--- src/rtl/mod_counter_lap.sv ---
// Modulo-N up/down counter stage with load, wrap/saturate mode, cascade carry and lap capture.
// Stages chain carry_out -> enable to form seconds/minutes/hours of the timer datapath.
module mod_counter_lap #(
    parameter int unsigned WIDTH     = 8,
    parameter int unsigned MAX_VAL   = 99,
    parameter bit          SATURATE  = 1'b0,
    parameter int unsigned RESET_VAL = 0
) (
    input  logic             clk,
    input  logic             rst,
    input  logic             clear,
    input  logic             load,
    input  logic [WIDTH-1:0] load_val,
    input  logic             enable,
    input  logic             up_dn,
    input  logic             lap,
    output logic [WIDTH-1:0] count,
    output logic [WIDTH-1:0] lap_count,
    output logic             lap_valid,
    output logic             carry_out,
    output logic             ovf
);

    localparam longint unsigned RANGE_LIMIT = (64'd1 << WIDTH) - 64'd1;
    localparam bit CFG_OK = (MAX_VAL >= 32'd1) && (64'(MAX_VAL) <= RANGE_LIMIT) &&
                            (RESET_VAL <= MAX_VAL);

    generate
        if (!CFG_OK) begin : g_bad_cfg
            $error("mod_counter_lap: illegal WIDTH/MAX_VAL/RESET_VAL combination");
        end
    endgenerate

    localparam logic [WIDTH-1:0] MAX_W   = WIDTH'(MAX_VAL);
    localparam logic [WIDTH-1:0] RESET_W = WIDTH'(RESET_VAL);
    localparam logic [WIDTH-1:0] ZERO_W  = {WIDTH{1'b0}};
    localparam logic [WIDTH-1:0] ONE_W   = WIDTH'(32'd1);

    logic [WIDTH-1:0] count_r;
    logic [WIDTH-1:0] lap_count_r;
    logic             lap_valid_r;
    logic             ovf_r;

    logic [WIDTH-1:0] count_nxt_s;
    logic             ovf_nxt_s;
    logic             at_max_s;
    logic             at_zero_s;

    assign at_max_s  = (count_r == MAX_W);
    assign at_zero_s = (count_r == ZERO_W);

    // Next count and overflow flag, priority clear > load > enable; reset is applied in the register.
    always_comb begin
        count_nxt_s = count_r;
        ovf_nxt_s   = ovf_r;
        if (clear) begin
            count_nxt_s = ZERO_W;
            ovf_nxt_s   = 1'b0;
        end else if (load) begin
            // Out-of-range load values clamp so count never leaves 0..MAX_VAL.
            if (load_val > MAX_W) begin
                count_nxt_s = MAX_W;
            end else begin
                count_nxt_s = load_val;
            end
        end else if (enable) begin
            if (up_dn) begin
                if (at_max_s) begin
                    count_nxt_s = SATURATE ? MAX_W : ZERO_W;
                    ovf_nxt_s   = 1'b1;
                end else begin
                    count_nxt_s = count_r + ONE_W;
                end
            end else begin
                if (at_zero_s) begin
                    count_nxt_s = SATURATE ? ZERO_W : MAX_W;
                    ovf_nxt_s   = 1'b1;
                end else begin
                    count_nxt_s = count_r - ONE_W;
                end
            end
        end else begin
            count_nxt_s = count_r;
            ovf_nxt_s   = ovf_r;
        end
    end

    // Count and sticky overflow registers.
    always_ff @(posedge clk) begin
        if (rst) begin
            count_r <= RESET_W;
            ovf_r   <= 1'b0;
        end else begin
            count_r <= count_nxt_s;
            ovf_r   <= ovf_nxt_s;
        end
    end

    // Lap capture samples the pre-update count; clear without lap invalidates it.
    always_ff @(posedge clk) begin
        if (rst) begin
            lap_count_r <= ZERO_W;
            lap_valid_r <= 1'b0;
        end else if (lap) begin
            lap_count_r <= count_r;
            lap_valid_r <= 1'b1;
        end else if (clear) begin
            lap_count_r <= lap_count_r;
            lap_valid_r <= 1'b0;
        end else begin
            lap_count_r <= lap_count_r;
            lap_valid_r <= lap_valid_r;
        end
    end

    // Zero-latency terminal-count pulse so the downstream stage steps on the same edge.
    assign carry_out = enable & ~clear & ~load & ~rst &
                       ((up_dn & at_max_s) | (~up_dn & at_zero_s));

    assign count     = count_r;
    assign lap_count = lap_count_r;
    assign lap_valid = lap_valid_r;
    assign ovf       = ovf_r;

endmodule

--- config.mk ---
export PLATFORM = sky130hd
export DESIGN_NAME = mod_counter_lap
export DESIGN_NICKNAME = d
export VERILOG_FILES = /design/src/rtl/mod_counter_lap.sv
export SDC_FILE = /design/constraint.sdc
export NUM_CORES = 1
export LEC_CHECK = 0
export ABC_AREA = 1
export ABC_CLOCK_PERIOD_IN_PS = 1400
export BUFFER_PORTS_ARGS = -buffer_cell sky130_fd_sc_hd__buf_2
export CORE_ASPECT_RATIO = 0.9
export CORE_MARGIN = 4
export CORE_UTILIZATION = 51
export DETAILED_ROUTE_END_ITERATION = 12
export PLACE_DENSITY = 0.79
export REMOVE_ABC_BUFFERS = 1
export SKIP_LAST_GASP = 1
export SYNTH_ARGS = -nofsm -noshare
export SYNTH_HDL_FRONTEND = slang
export SYNTH_SLANG_ARGS = --single-unit
--- constraint.sdc ---
create_clock -name clk -period 1.4 [get_ports clk]
set_input_delay 0 -clock clk [delete_from_list [all_inputs] [get_ports clk]]
set_output_delay 0 -clock clk [all_outputs]
set_load 0.01 [all_outputs]
-- Word level (Yosys, flattened, before mapping)
Index checks and enable logic that the tools add are counted.
- eq/ne operators: 2
- add/sub/neg operators: 2
- reductions and logical operators: 6
- bitwise operators: 11
- $lt $le $gt $ge: 1
- divide/modulo/power cells: 0
- multiplexer cells: 11
- shift-type cells: 0
- multiply operators: 0
- operator list (kind ; number):
    8-bit 2-to-1 mux ; 6
    8-bit by 1-bit adder with 8-bit output, second input constant ; 1
    8-bit by 7-bit == test with 1-bit output, second input constant ; 1
    8-bit by 7-bit > comparator with 1-bit output, second input constant ; 1
    8-bit logical NOT ; 1
    8-bit by 1-bit subtractor with 8-bit output, second input constant ; 1
    1-bit AND ; 6
    2-bit nonzero test ; 3
    1-bit 2-to-1 mux ; 5
    1-bit inverter ; 4
    4-bit AND reduction ; 1
    2-bit by 1-bit inequality test with 1-bit output, second input constant ; 1
    2-bit OR reduction ; 1
    1-bit bitwise OR ; 1
- bits in registers: 18
- bits in latches: 0
- logic and storage cells: 37
- input port bits: 15
- output and inout port bits: 19
- bits in read-only memories: 0
- memory bits (writable): 0
- memories: 0

-- Longest topological paths before layout
Gate-level depths: netlist of the first run.
- depth after elaboration: 5
- mapped depth: 10

-- Worst setup path after synthesis of the first run
No wires, ideal clock.
- path type: reg-to-reg
- from: register count_r[0], in the netlist count[0]
- to: register count_r[7], in the netlist count[7]
- period minus slack after synthesis: 1329 ps
- stages on the path, launching flop included: 10
- data required time: 1334 ps
- library setup time: 66 ps
- slack: 71 ps
- arrival: 1262 ps
- cells stage by stage: dfxtp_1 -> inv_1 -> ha_1 -> nand2_1 -> nor2_4 -> nor2_4 -> nand3_1 -> nand2_1 -> nand2_1 -> a21oi_2
- cells in the longest elaborated chain, start to end: 5
- elaborated cells on any way between the ends: 9
- those cells by class: 2 x add/sub; 1 x eq/ne; 5 x mux; 1 x reduce/logical
- ends and longest elaborated chain (item ; line ; text):
    start: declaration ; 39 ; logic [WIDTH-1:0] count_r;
    start signal: assignment ; 94 ; count_r <= count_nxt_s;
    8-bit by 1-bit subtractor with 8-bit output, or another cell as far along ; 79 ; count_nxt_s = count_r - ONE_W;
    8-bit 2-to-1 mux, on equally long branches ; 75, 68 ;
    8-bit 2-to-1 mux * ; 67 ; if (up_dn) begin
    8-bit 2-to-1 mux * ; 66 ; end else if (enable) begin
    8-bit 2-to-1 mux * ; 59 ; end else if (load) begin
Mark *: on every way between the ends. The rest lies on a longest branch, timed or not. The select of a mux whose other input is x is not followed.
A chain may end at the register's enable or synchronous reset.

-- Worst setup path in the final report of the first run
- from: register count_r[1], in the netlist count[1]
- to: output carry_out
- cells in the longest elaborated chain, start to end: 4
- elaborated cells on any way between the ends: 6
- those cells by class: 1 x eq/ne; 4 x bitwise; 1 x reduce/logical
- ends and longest elaborated chain (item ; line ; text):
    8-bit by 7-bit == test with 1-bit output or 8-bit logical NOT (tied branches) ; 49, 50 ;
    1-bit AND ; 118 ; ((up_dn & at_max_s) | (~up_dn & at_zero_s));
    1-bit bitwise OR * ; 118 ;
    1-bit AND * ; 117 ; assign carry_out = enable & ~clear & ~load & ~rst &
    end: declaration ; 20 ; output logic carry_out,
Mark *: on every way between the ends. The rest lies on a longest branch, timed or not.

==> results of run 1 <==
## worst register-to-register path, cell delays in order, from the launching register on
cell	delay (ns)
dfxtp_4	0.40
ha_4	0.15
inv_2	0.04
nor2_1	0.08
nand4_1	0.13
nand2_2	0.13
inv_2	0.06
buf_4	0.13
buf_4	0.12
nand2_1	0.05
nand2_1	0.06
nand2_1	0.05
o21ai_1	0.05
## state kept, by name, summed over array words and instances (netlist names)
register,flops
count,8
lap_count,8
lap_valid,1
ovf,1
## kinds of logic (layout without fill, tap and decap cells)
group / Yosys count / after routing / synth area share [%]
buffers and inverters: 31 / 82 / 10.2
AOI/OAI and AO/OA: 36 / 36 / 17.4
xor gates and xnor gates: 4 / 4 / 2.99
adders and majority gates: 3 / 3 / 3.20
DFF: 18 / 18 / 30.7
and+or+nand+nor: 93 / 93 / 35.4
## report_power, final
group          total, mW  switching [mW]  internal [mW]
Combinational      0.395           0.232          0.163
Clock              0.264           0.164          0.101
Sequential         0.567          0.0291          0.538
Total               1.23           0.424          0.802
## synth_stat cells
| cell type | number | area, µm² |
|---|---|---|
| a21oi_2 | 1 | 8.76 |
| ha_1 | 3 | 37.5 |
| buf_2 | 3 | 15.0 |
| nor2_2 | 1 | 6.26 |
| a211oi_1 | 8 | 60.1 |
| nand3b_1 | 1 | 7.51 |
| nand2_1 | 40 | 150 |
| o21ai_1 | 8 | 40.0 |
| inv_1 | 25 | 93.8 |
| dfxtp_1 | 18 | 360 |
| nor3_1 | 1 | 5.00 |
| nor2_4 | 3 | 33.8 |
| inv_2 | 2 | 7.51 |
| xnor2_1 | 1 | 8.76 |
| nor2_1 | 27 | 101 |
| xor2_1 | 3 | 26.3 |
| nand4_1 | 6 | 37.5 |
| nand2_2 | 3 | 18.8 |
| clkbuf_1 | 1 | 3.75 |
| o21ai_0 | 12 | 60.1 |
| nand3_1 | 11 | 55.1 |
| a21oi_1 | 7 | 35.0 |
## area by class of cell
type	count	share of cell area, %
Timing Repair Buffer	52	19.5
Clock buffer	3	1.37
Multi-Input combinational cell	136	47.8
Inverter	27	6.47
Sequential cell	18	22.8
Tap cell	27	2.05
## layer usage
layer  GRT usage (%)  share of wire [%]
met4            12.7                3.3
met2            43.1                 48
met3            6.34                9.8
met5               0                  0
met1            27.8                 38
## repair_timing
action | in CTS | in global routing
buffers inserted | 9 | 6
hold buffers | 2 | 0
endpoints found under the hold margin | 7 | 0
setup endpoints to repair | 3 | 9
resized for setup | 13 | 30
pin swaps | 5 | 15
## final timing paths
path | depth (start not counted) | end | from | slack (ns)
worst max-delay path | 9 | carry_out | count[1]$_SDFFE_PP0P_ | -0.29
worst min-delay path | 5 | count[5]$_SDFFE_PP0P_ | load_val[5] | 0.05
worst max register to register | 12 | count[6]$_SDFFE_PP0P_ | count[0]$_SDFFE_PP0P_ | -0.16
worst min register to register | 2 | lap_valid$_SDFFE_PP0P_ | lap_valid$_SDFFE_PP0P_ | 0.48
## per-stage QoR
step | hold WS [ns] | total power [mW] | setup slack, ns | TNS, ns | utilization [%]
after floorplan | 0.0785 | 0.757 | 0.0715 | 0 | -
after global placement | 0.310 | 0.870 | -0.122 | -0.262 | 64.4
after detailed placement | 0.314 | 0.873 | -0.0782 | -0.167 | 64.4
after CTS | 0.0424 | 1.15 | -0.226 | -0.434 | 70.8
after global routing | 0.0672 | 1.28 | -0.408 | -1.40 | 75.3
final | 0.0489 | 1.23 | -0.292 | -0.787 | 75.3
==> key figures, run 1 <==
Outcome
  • Status: finished, violations left
  • Violated checks: setup timing

Detailed routing
  • # DRC: 0
  • Initial DRC count: 71
  • Vias: 1478
  • Vias/cell: 5.62
  • Post-DRT Antenna Nets: 0
  • Routed WL: around 4.1 mm
  • WL/cell: 15.6 µm
  • 1st-pass router iterations: 5

Synth
  • Sequential area share after synthesis: 30.7%
  • Post-Synthesis Cells: between 150 and 200
  • Yosys warnings: 0
  • Mapped Area: 0.00117 mm²
  • Netlist cell types: 22
  • Avg Cell Area, Syn: 6.34 µm²
  • Synthesis-stage register bit count: 18

Timing
  • Fin worst setup slack: -0.292 ns
  • Final Hold Viols: 0
  • Worst slew margin: 72.4%
  • Clk_skew: ~0.0023 ns
  • Max frequency: 591 MHz
  • RSZ-0062 raised after global routing: true
  • Worst Tran Pin Value: 0.412 ns
  • Period utilisation layout: 121%
  • Shortest period the worst path allows: around 1.7 ns
  • Fin. max-slew vios: 0
  • # setup viols final: 7

Layout
  • Multi-input gate area: 786 µm²
  • Commonest non-fill, non-tap cell in the layout: nand2_1
  • Diodes inserted: 0
  • Commonest non-fill, non-tap cells in the layout: nand2_1 (35), buf_2 (33), nor2_1 (23), inv_1 (21), buf_4 (15)
  • Area grow syn2layout: 40.2%
  • Reg area: around 380 µm²
  • # fillers: 169
  • Finished Layout Cells: between 200 and 300
  • Fin area: 0.00164 mm²
  • Final nets: between 200 and 300
  • Layout cell share with drive strength beyond 1: 39.4%

Setup path
  • Crit path kind: flip-flop to output pin
  • CP Max Fanout: 5
  • CP peak stage delay: 0.38 ns
  • Worst path top cell family by delay: simple AND/OR/NAND/NOR gates
  • Crit path cell chain: inv_4, ha_4, nand2_2, nor2_4, nor2_4, nor2_2, nand2_1, nor2_1, buf_2
  • Buf/Inv on CP: 2
  • Critical Path Most Common Cell: nor2_4
  • Slowest cell on crit path: dfxtp_4
  • WP data required: 1.40 ns
  • Worst EP arrival: approximately 1.7 ns
  • Crit start category: flip-flop
  • Crit end category: output pin

Clock tree
  • Clk buf depth: 2
  • Clock transition at path regs: 0.10 ns
  • CTS Root Cell: clkbuf_4
  • H-tree depth: 1
  • Worst-skew pair later-pin latency: 0.30 ns
  • Clk sink count: 18
  • Total CTS buffers: 3
  • CTS tree: built

Die
  • Die width: 58.5 µm
  • Num ports: 34
  • Die height: 53.5 µm
  • Row count: 16
  • Initial core utilization: 53.7%
  • Die area: 0.00313 mm²
  • Core Area: 0.00218 mm²

Global routing
  • Initial antenna violation count: 0
  • Grt total ovfl: 0
  • Vias in the first global route: 1319
  • Total GRT Usage: 24.8%
  • Largest net degree at the start of global routing: 18
  • First-pass GRT wire length: 5.75 mm

Pwr
  • P_leak: 0.815 nW
  • Max VDD drop: ~0.64 mV
  • PwrDens: 746 mW/mm²

Job
  • MaxCap Viol Count: 0

Place
  • IO buf count: 33
  • Placed insts: 248
  • Post-DP HPWL: 2.49 mm
  • DP Area: 0.00141 mm²
  • Final GP Congestion: a little under 1

Min path
  • Hold Path Class: primary input to flip-flop
No activity file was read; power rests on OpenSTA's default activity.
==> run 2, diff against run 1 <==
--- a/config.mk
+++ b/config.mk
@@ -12,4 +12,5 @@
 export CORE_MARGIN = 4
 export CORE_UTILIZATION = 51
+export CTS_CLUSTER_DIAMETER = 40
 export DETAILED_ROUTE_END_ITERATION = 12
 export PLACE_DENSITY = 0.79
==> constraint.sdc (replaced) <==
create_clock -name clk -period 1.4 [get_ports clk]
set_input_delay 0 -clock clk [delete_from_list [all_inputs] [get_ports clk]]
set_output_delay 0 -clock clk [all_outputs]
set_load 0.1 [all_outputs]
==> key figures, run 2 (same netlist as run 1, synthesis figures left out) <==
Timing
  • Max frequency: 568 MHz (was 591 MHz)
  • Fin worst setup slack: -0.362 ns (was -0.292 ns)
  • Worst Tran Pin Value: 0.501 ns (was 0.412 ns)
  • RSZ-0062 raised after global routing: true (unchanged)
  • Final Hold Viols: 0 (unchanged)
  • Worst slew margin: 66.8% (was 72.4%)
  • Period utilisation layout: 126% (was 121%)
  • Shortest period the worst path allows: 1.76 ns (was 1.69 ns)
  • Clk_skew: 0.00751 ns (was 0.00233 ns)
  • # setup viols final: 8 (was 7)
  • Min Hold Slack: 0.0675 ns (was 0.0489 ns)
  • Fin. max-slew vios: 0 (unchanged)

Global routing
  • Total GRT Usage: 28.6% (was 24.8%)
  • Initial antenna violation count: 0 (unchanged)
  • Vias in the first global route: 1525 (was 1319)
  • Grt total ovfl: 0 (unchanged)
  • Largest net degree at the start of global routing: 18 (unchanged)
  • First-pass GRT wire length: 6.71 mm (was 5.75 mm)

Setup path
  • CP Max Fanout: 3 (was 5)
  • Crit path cell chain: ha_4, inv_2, nor2_2, nand4_1, nand2_1, inv_2, nor2_4, nand2_2, nor2_4, buf_12 (was inv_4, ha_4, nand2_2, nor2_4, nor2_4, nor2_2, nand2_1, nor2_1, buf_2)
  • CP peak stage delay: 0.39 ns (was 0.38 ns)
  • WP data required: 1.40 ns (about the same)
  • Crit start category: flip-flop (unchanged)
  • Crit end category: output pin (unchanged)
  • Worst EP arrival: 1.76 ns (was 1.69 ns)
  • Crit path kind: flip-flop to output pin (unchanged)
  • Slowest cell on crit path: dfxtp_4 (unchanged)
  • Buf/Inv on CP: 3 (was 2)
  • Worst path top cell family by delay: simple AND/OR/NAND/NOR gates (unchanged)

Outcome
  • Status: finished, violations left (unchanged)
  • Violated checks: setup timing (unchanged)

Clock tree
  • CTS Root Cell: clkbuf_4 (unchanged)
  • Worst-skew pair later-pin latency: 0.30 ns (about the same)
  • Clock transition at path regs: 0.10 ns (about the same)
  • H-tree depth: 1 (unchanged)
  • Total CTS buffers: 3 (unchanged)
  • Clk buf depth: 2 (unchanged)
  • Clk sink count: 18 (unchanged)
  • CTS tree: built (unchanged)

Layout
  • Commonest non-fill, non-tap cells in the layout: nand2_1 (33), buf_2 (32), buf_4 (31), nor2_1 (22), inv_1 (21) (was nand2_1 (35), buf_2 (33), nor2_1 (23), inv_1 (21), buf_4 (15))
  • Multi-input gate area: 777 µm² (was 786 µm²)
  • Reg area: 372 µm² (was 375 µm²)
  • Final nets: 272 (was 256)
  • Diodes inserted: 0 (unchanged)
  • # fillers: 145 (was 169)
  • Fin area: 0.00176 mm² (was 0.00164 mm²)
  • Area grow syn2layout: 50.3% (was 40.2%)
  • Commonest non-fill, non-tap cell in the layout: nand2_1 (unchanged)
  • Layout cell share with drive strength beyond 1: 43.3% (was 39.4%)

Detailed routing
  • WL/cell: 15.5 µm (was 15.6 µm)
  • Vias: 1539 (was 1478)
  • Routed WL: 4.33 mm (was 4.10 mm)
  • 1st-pass router iterations: 5 (unchanged)
  • # DRC: 0 (unchanged)
  • Vias/cell: 5.52 (was 5.62)
  • Post-DRT Antenna Nets: 0 (unchanged)
  • Initial DRC count: 118 (was 71)

Die
  • Num ports: 34 (unchanged)
  • Die area: 0.00313 mm² (unchanged)
  • Die width: 58.5 µm (unchanged)
  • Core Area: 0.00218 mm² (unchanged)
  • Initial core utilization: 53.7% (unchanged)
  • Row count: 16 (unchanged)
  • Die height: 53.5 µm (unchanged)

Min path
  • Hold Path Class: primary input to flip-flop (unchanged)

Job
  • MaxCap Viol Count: 0 (unchanged)

Place
  • DP Area: 0.00155 mm² (was 0.00141 mm²)
  • Final GP Congestion: 0.894 (was 0.963)
  • IO buf count: 33 (unchanged)
  • Pre-CTS setup slack: -0.152 ns (was -0.0782 ns)
  • Post-DP HPWL: 2.85 mm (was 2.49 mm)

Pwr
  • P_leak: 0.887 nW (was 0.815 nW)
  • Max VDD drop: 0.630 mV (was 0.635 mV)
  • PwrDens: 808 mW/mm² (was 746 mW/mm²)
-- run 2: cell types whose count changed in the layout (fill, tap and decap cells not counted), sizes merged --
cell	change
buf	+16
-- run 2: through the flow --
step	setup TNS (ns)	total power, mW	utilization, %	cells
2_1_floorplan	-8.77	0.933	-	181
3_3_place_gp	0	1.08	70.9	265
3_5_place_dp	-0.286	1.09	70.9	265
4_1_cts	-1.27	1.37	78.7	283
5_1_grt	-1.77	1.48	80.7	279
6_report	-1.19	1.42	80.7	279
-- run 2: timing repair --
action	CTS	global route
gates resized for setup	10	30
pin swaps	9	16
hold buffers	2	0
setup endpoints to repair	4	10
setup buffers	17	6
endpoints found under the hold margin	3	0
-- run 2: per-layer routing --
layer / GRT usage (%) / vias to the layer above / wire length (µm)
met3: 7.07 / 33 / 434
li1: - / 732 / -
met1: 30.2 / 666 / 1540
met2: 52.0 / 108 / 2140
met4: 15.1 / 0 / 210
met5: 0 / - / 0
-- run 2: report_power, final --
part | internal [mW] | switching [mW] | total (mW) | leakage [nW]
registers | 0.537 | 0.0232 | 0.560 | 0.150
clock network | 0.100 | 0.158 | 0.258 | 0.0138
logic | 0.181 | 0.424 | 0.605 | 0.723
-- run 2: layout make-up --
| cell class | count | share of cell area, % |
|---|---|---|
| inverter | 27 | 5.75 |
| tap | 27 | 1.92 |
| sequential | 18 | 21.1 |
| multi-input combinational | 136 | 44.1 |
| timing repair buffer | 68 | 25.9 |
| clock buffer | 3 | 1.28 |
-- run 2: worst paths after layout --
path / from / end / slack (ns) / cells after the start
max: count[0]$_SDFFE_PP0P_ / carry_out / -0.36 / 10
min: load_val[0] / count[0]$_SDFFE_PP0P_ / 0.07 / 4
max reg2reg: count[0]$_SDFFE_PP0P_ / count[6]$_SDFFE_PP0P_ / -0.31 / 13
min reg2reg: lap_count[5]$_SDFFE_PP0P_ / lap_count[5]$_SDFFE_PP0P_ / 0.48 / 2
-- run 2: worst register-to-register path, stage by stage (launching register included) --
cell and delay, ns:
dfxtp_4 0.39, ha_4 0.15, inv_2 0.05, nor2_2 0.09
nand4_1 0.13, nand2_1 0.14, inv_2 0.06, buf_4 0.13
buf_6 0.10, buf_4 0.13, nand2_2 0.06, nand2_2 0.06
nand2_1 0.06, o21ai_1 0.05
==> run 3, diff against run 2 <==
ABC_AREA = not set   (was 1)
CAP_MARGIN = 40   (was not set)
CORE_UTILIZATION = 40   (was 51)
PLACE_DENSITY = not set   (was 0.79)
==> key figures, run 3 <==
Outcome
  • Status: finished, violations left (unchanged)
  • Violated checks: setup timing (unchanged)

Global routing
  • Largest net degree at the start of global routing: 13 (was 18)
  • Grt total ovfl: 0 (unchanged)
  • Total GRT Usage: 19.0% (was 28.6%)
  • Vias in the first global route: 1235 (was 1525)
  • Initial antenna violation count: 0 (unchanged)
  • First-pass GRT wire length: 5.69 mm (was 6.71 mm)

Pwr
  • Total net switching power: 0.514 mW (was 0.604 mW)
  • Clk pwr share: 24.0% (was 18.1%)
  • P_leak: 0.783 nW (was 0.887 nW)
  • Reg power frac: 38.8% (was 39.4%)
  • Comb power frac: 37.1% (was 42.5%)
  • Tot Pwr: 1.41 mW (was 1.42 mW)
  • Max VDD drop: 0.544 mV (was 0.630 mV)
  • PwrDens: 768 mW/mm² (was 808 mW/mm²)
  • Pint: 0.893 mW (was 0.819 mW)
  • Switching share of total power: 36.5% (was 42.5%)

Clock tree
  • Worst-skew pair later-pin latency: 0.30 ns (about the same)
  • CTS tree: built (unchanged)
  • Clk sink count: 18 (unchanged)
  • Total CTS buffers: 3 (unchanged)
  • Clock transition at path regs: 0.12 ns (was 0.10 ns)
  • Clk buf depth: 2 (unchanged)
  • H-tree depth: 1 (unchanged)
  • CTS Root Cell: clkbuf_4 (unchanged)

Place
  • Post-DP HPWL: 2.56 mm (was 2.85 mm)
  • Placed insts: 226 (was 265)
  • DP Area: 0.00154 mm² (was 0.00155 mm²)
  • IO buf count: 33 (unchanged)
  • Pre-CTS setup slack: -0.165 ns (was -0.152 ns)
  • Final GP Congestion: 0.831 (was 0.894)

Timing
  • Clk_skew: 0.00638 ns (was 0.00751 ns)
  • Fin worst setup slack: -0.346 ns (was -0.362 ns)
  • Fin. max-slew vios: 0 (unchanged)
  • Final Hold Viols: 0 (unchanged)
  • Shortest period the worst path allows: 1.75 ns (was 1.76 ns)
  • Worst Tran Pin Value: 0.493 ns (was 0.501 ns)
  • # setup viols final: 8 (unchanged)
  • RSZ-0062 raised after global routing: true (unchanged)
  • Period utilisation layout: 125% (was 126%)
  • Setup TNS: -1.13 ns (was -1.19 ns)
  • Max frequency: 573 MHz (was 568 MHz)
  • Worst slew margin: 67.4% (was 66.8%)

Synth
  • Largest area contributor in the synthesized netlist: dfxtp_1 (unchanged)
  • Post-synth top flop: dfxtp_1 (unchanged)
  • Mapped Area: 0.00118 mm² (was 0.00117 mm²)
  • Netlist cell types: 42 (was 22)
  • Sequential area share after synthesis: 30.5% (was 30.7%)
  • Yosys warnings: 0 (unchanged)
  • Avg Cell Area, Syn: 8.37 µm² (was 6.34 µm²)
  • Ys async rst share: 0% (unchanged)
  • Post-synth EDFFs: 0 (unchanged)
  • Area contributors post-synth: dfxtp_1 (31%), mux2i_1 (6.8%), nor2_1 (5.4%) (was dfxtp_1 (31%), nand2_1 (13%), nor2_1 (8.6%))
  • Synthesis-stage register bit count: 18 (unchanged)
  • Most frequent cell after synthesis: dfxtp_1 (was nand2_1)
  • Post-synth top cells: dfxtp_1 (18), nor2_1 (17), a21oi_1 (10) (was nand2_1 (40), nor2_1 (27), inv_1 (25))
  • Post-Synthesis Cells: 141 (was 185)
  • Yosys top cell area share: 30.5% (was 30.7%)

Detailed routing
  • 1st-pass router iterations: 4 (was 5)
  • Vias: 1310 (was 1539)
  • # DRC: 0 (unchanged)
  • Initial DRC count: 135 (was 118)
  • Post-DRT Antenna Nets: 0 (unchanged)
  • Vias/cell: 5.46 (was 5.52)
  • Routed WL: 3.83 mm (was 4.33 mm)
  • WL/cell: 16.0 µm (was 15.5 µm)

Setup path
  • Critical Path Start: count[1]$_SDFFE_PP0P_ (was count[0]$_SDFFE_PP0P_)
  • CP Max Fanout: 2 (was 3)
  • WP data required: 1.40 ns (about the same)
  • Worst EP arrival: 1.75 ns (was 1.76 ns)
  • R2R Path End: count[5]$_SDFFE_PP0P_ (was count[6]$_SDFFE_PP0P_)
  • FF-to-FF Start: count[3]$_SDFFE_PP0P_ (was count[0]$_SDFFE_PP0P_)
  • Cell depth of the worst flop-to-flop path: 5 (was 13)
  • R2r setup slk: -0.20 ns (was -0.31 ns)
  • Crit start category: flip-flop (unchanged)
  • Crit path kind: flip-flop to output pin (unchanged)
  • Crit end category: output pin (unchanged)

Layout
  • Layout cell share with drive strength beyond 1: 50.0% (was 43.3%)
  • Area grow syn2layout: 55.4% (was 50.3%)
  • Commonest non-fill, non-tap cell in the layout: buf_2 (was nand2_1)
  • Final nets: 219 (was 272)
  • Diodes inserted: 0 (unchanged)
  • Commonest non-fill, non-tap cells in the layout: buf_2 (28), buf_4 (26), nor2_1 (17), dfxtp_1 (12), mux2i_1 (8) (was nand2_1 (33), buf_2 (32), buf_4 (31), nor2_1 (22), inv_1 (21))
  • Finished Layout Cells: 240 (was 279)
  • Fin area: 0.00183 mm² (was 0.00176 mm²)

Die
  • Num ports: 34 (unchanged)
  • Die height: 59.5 µm (was 53.5 µm)
  • Die width: 65.3 µm (was 58.5 µm)
  • Core Area: 0.00279 mm² (was 0.00218 mm²)
  • Die area: 0.00388 mm² (was 0.00313 mm²)
  • Row count: 18 (was 16)
  • Initial core utilization: 42.2% (was 53.7%)

Job
  • MaxCap Viol Count: 0 (unchanged)

Min path
  • Worst Hold Endpoint: count[0]$_SDFFE_PP0P_ (unchanged)
  • Cells on Worst Hold Path: 3 (was 4)
  • Hold path start: load_val[0] (unchanged)
  • Hold Path Class: primary input to flip-flop (unchanged)
-- run 3: cell types whose count changed in the layout (fill, tap and decap cells not counted), sizes merged, moves of 4 or more --
cell    before  now
mux2i        0    8
a211oi       8    0
o21ai       20    6
nand4        6    0
nand3       11    4
o22ai        0    4
a31oi        0    4
nor2        31   17
nor3b        0    4
inv         27    5
nand2       43    4
or3          0    4
-- run 3: layer usage --
metal	global-route usage, %	wire length (µm)
met5	0	0
met1	24.5	1620
met4	6.21	65
met2	32.8	1830
met3	2.66	322
-- run 3: worst max path at each step --
stage | endpoint | depth (start not counted)
2_1_floorplan | carry_out | 4
3_3_place_gp | count[4]$_SDFFE_PP0P_ | 7
3_5_place_dp | count[3]$_SDFFE_PP0P_ | 7
4_1_cts | carry_out | 7
5_1_grt | carry_out | 7
6_report | carry_out | 7
-- run 3: metrics by stage --
step / hold slack (ns) / util (%)
2_1_floorplan: 0.0721 / -
3_3_place_gp: 0.268 / 55.3
3_5_place_dp: 0.267 / 55.3
4_1_cts: 0.0155 / 62.1
5_1_grt: 0.0183 / 65.6
6_report: 0.0155 / 65.6
-- run 3: final cells by class --
type,instances,area [µm²]
Fill cell,222,960
Multi-Input combinational cell,106,853
Timing Repair Buffer,67,502
Sequential cell,18,373
Tap cell,40,50.0
Clock buffer,4,36.3
Inverter,5,18.8
-- run 3: cells by family after synthesis --
kind of cell | count (synthesis) | synth area share [%]
buffers and inverters | 17 | 8.06
DFF | 18 | 30.5
AOI/OAI and AO/OA | 35 | 19.7
muxes | 8 | 6.79
xor gates and xnor gates | 9 | 6.68
and+or+nand+nor | 51 | 25.0
adders and majority gates | 3 | 3.18
-- run 3: power groups by stage --
stage                     sequential (mW)  clock, mW  combinational, mW
after global routing                0.549      0.367              0.550
after CTS                           0.546      0.342              0.471
after global placement              0.556          0              0.416
after floorplan                     0.686          0              0.133
final                               0.546      0.339              0.523
after detailed placement            0.557          0              0.420
-- run 3: worst max-delay path, stage by stage (launching register included) --
cell,delay (ns)
dfxtp_2,0.36
buf_6,0.11
ha_4,0.13
nand4b_1,0.16
o21ai_2,0.17
nor3b_2,0.19
buf_4,0.14
buf_12,0.16
-- run 3: what timing repair did --
action / in CTS / in global routing
setup endpoints to repair: 10 / 10
resized for setup: 22 / 19
hold buffers: 2 / 0
pin swaps: 13 / 11
endpoints found under the hold margin: 2 / 0
buffers inserted: 7 / 3
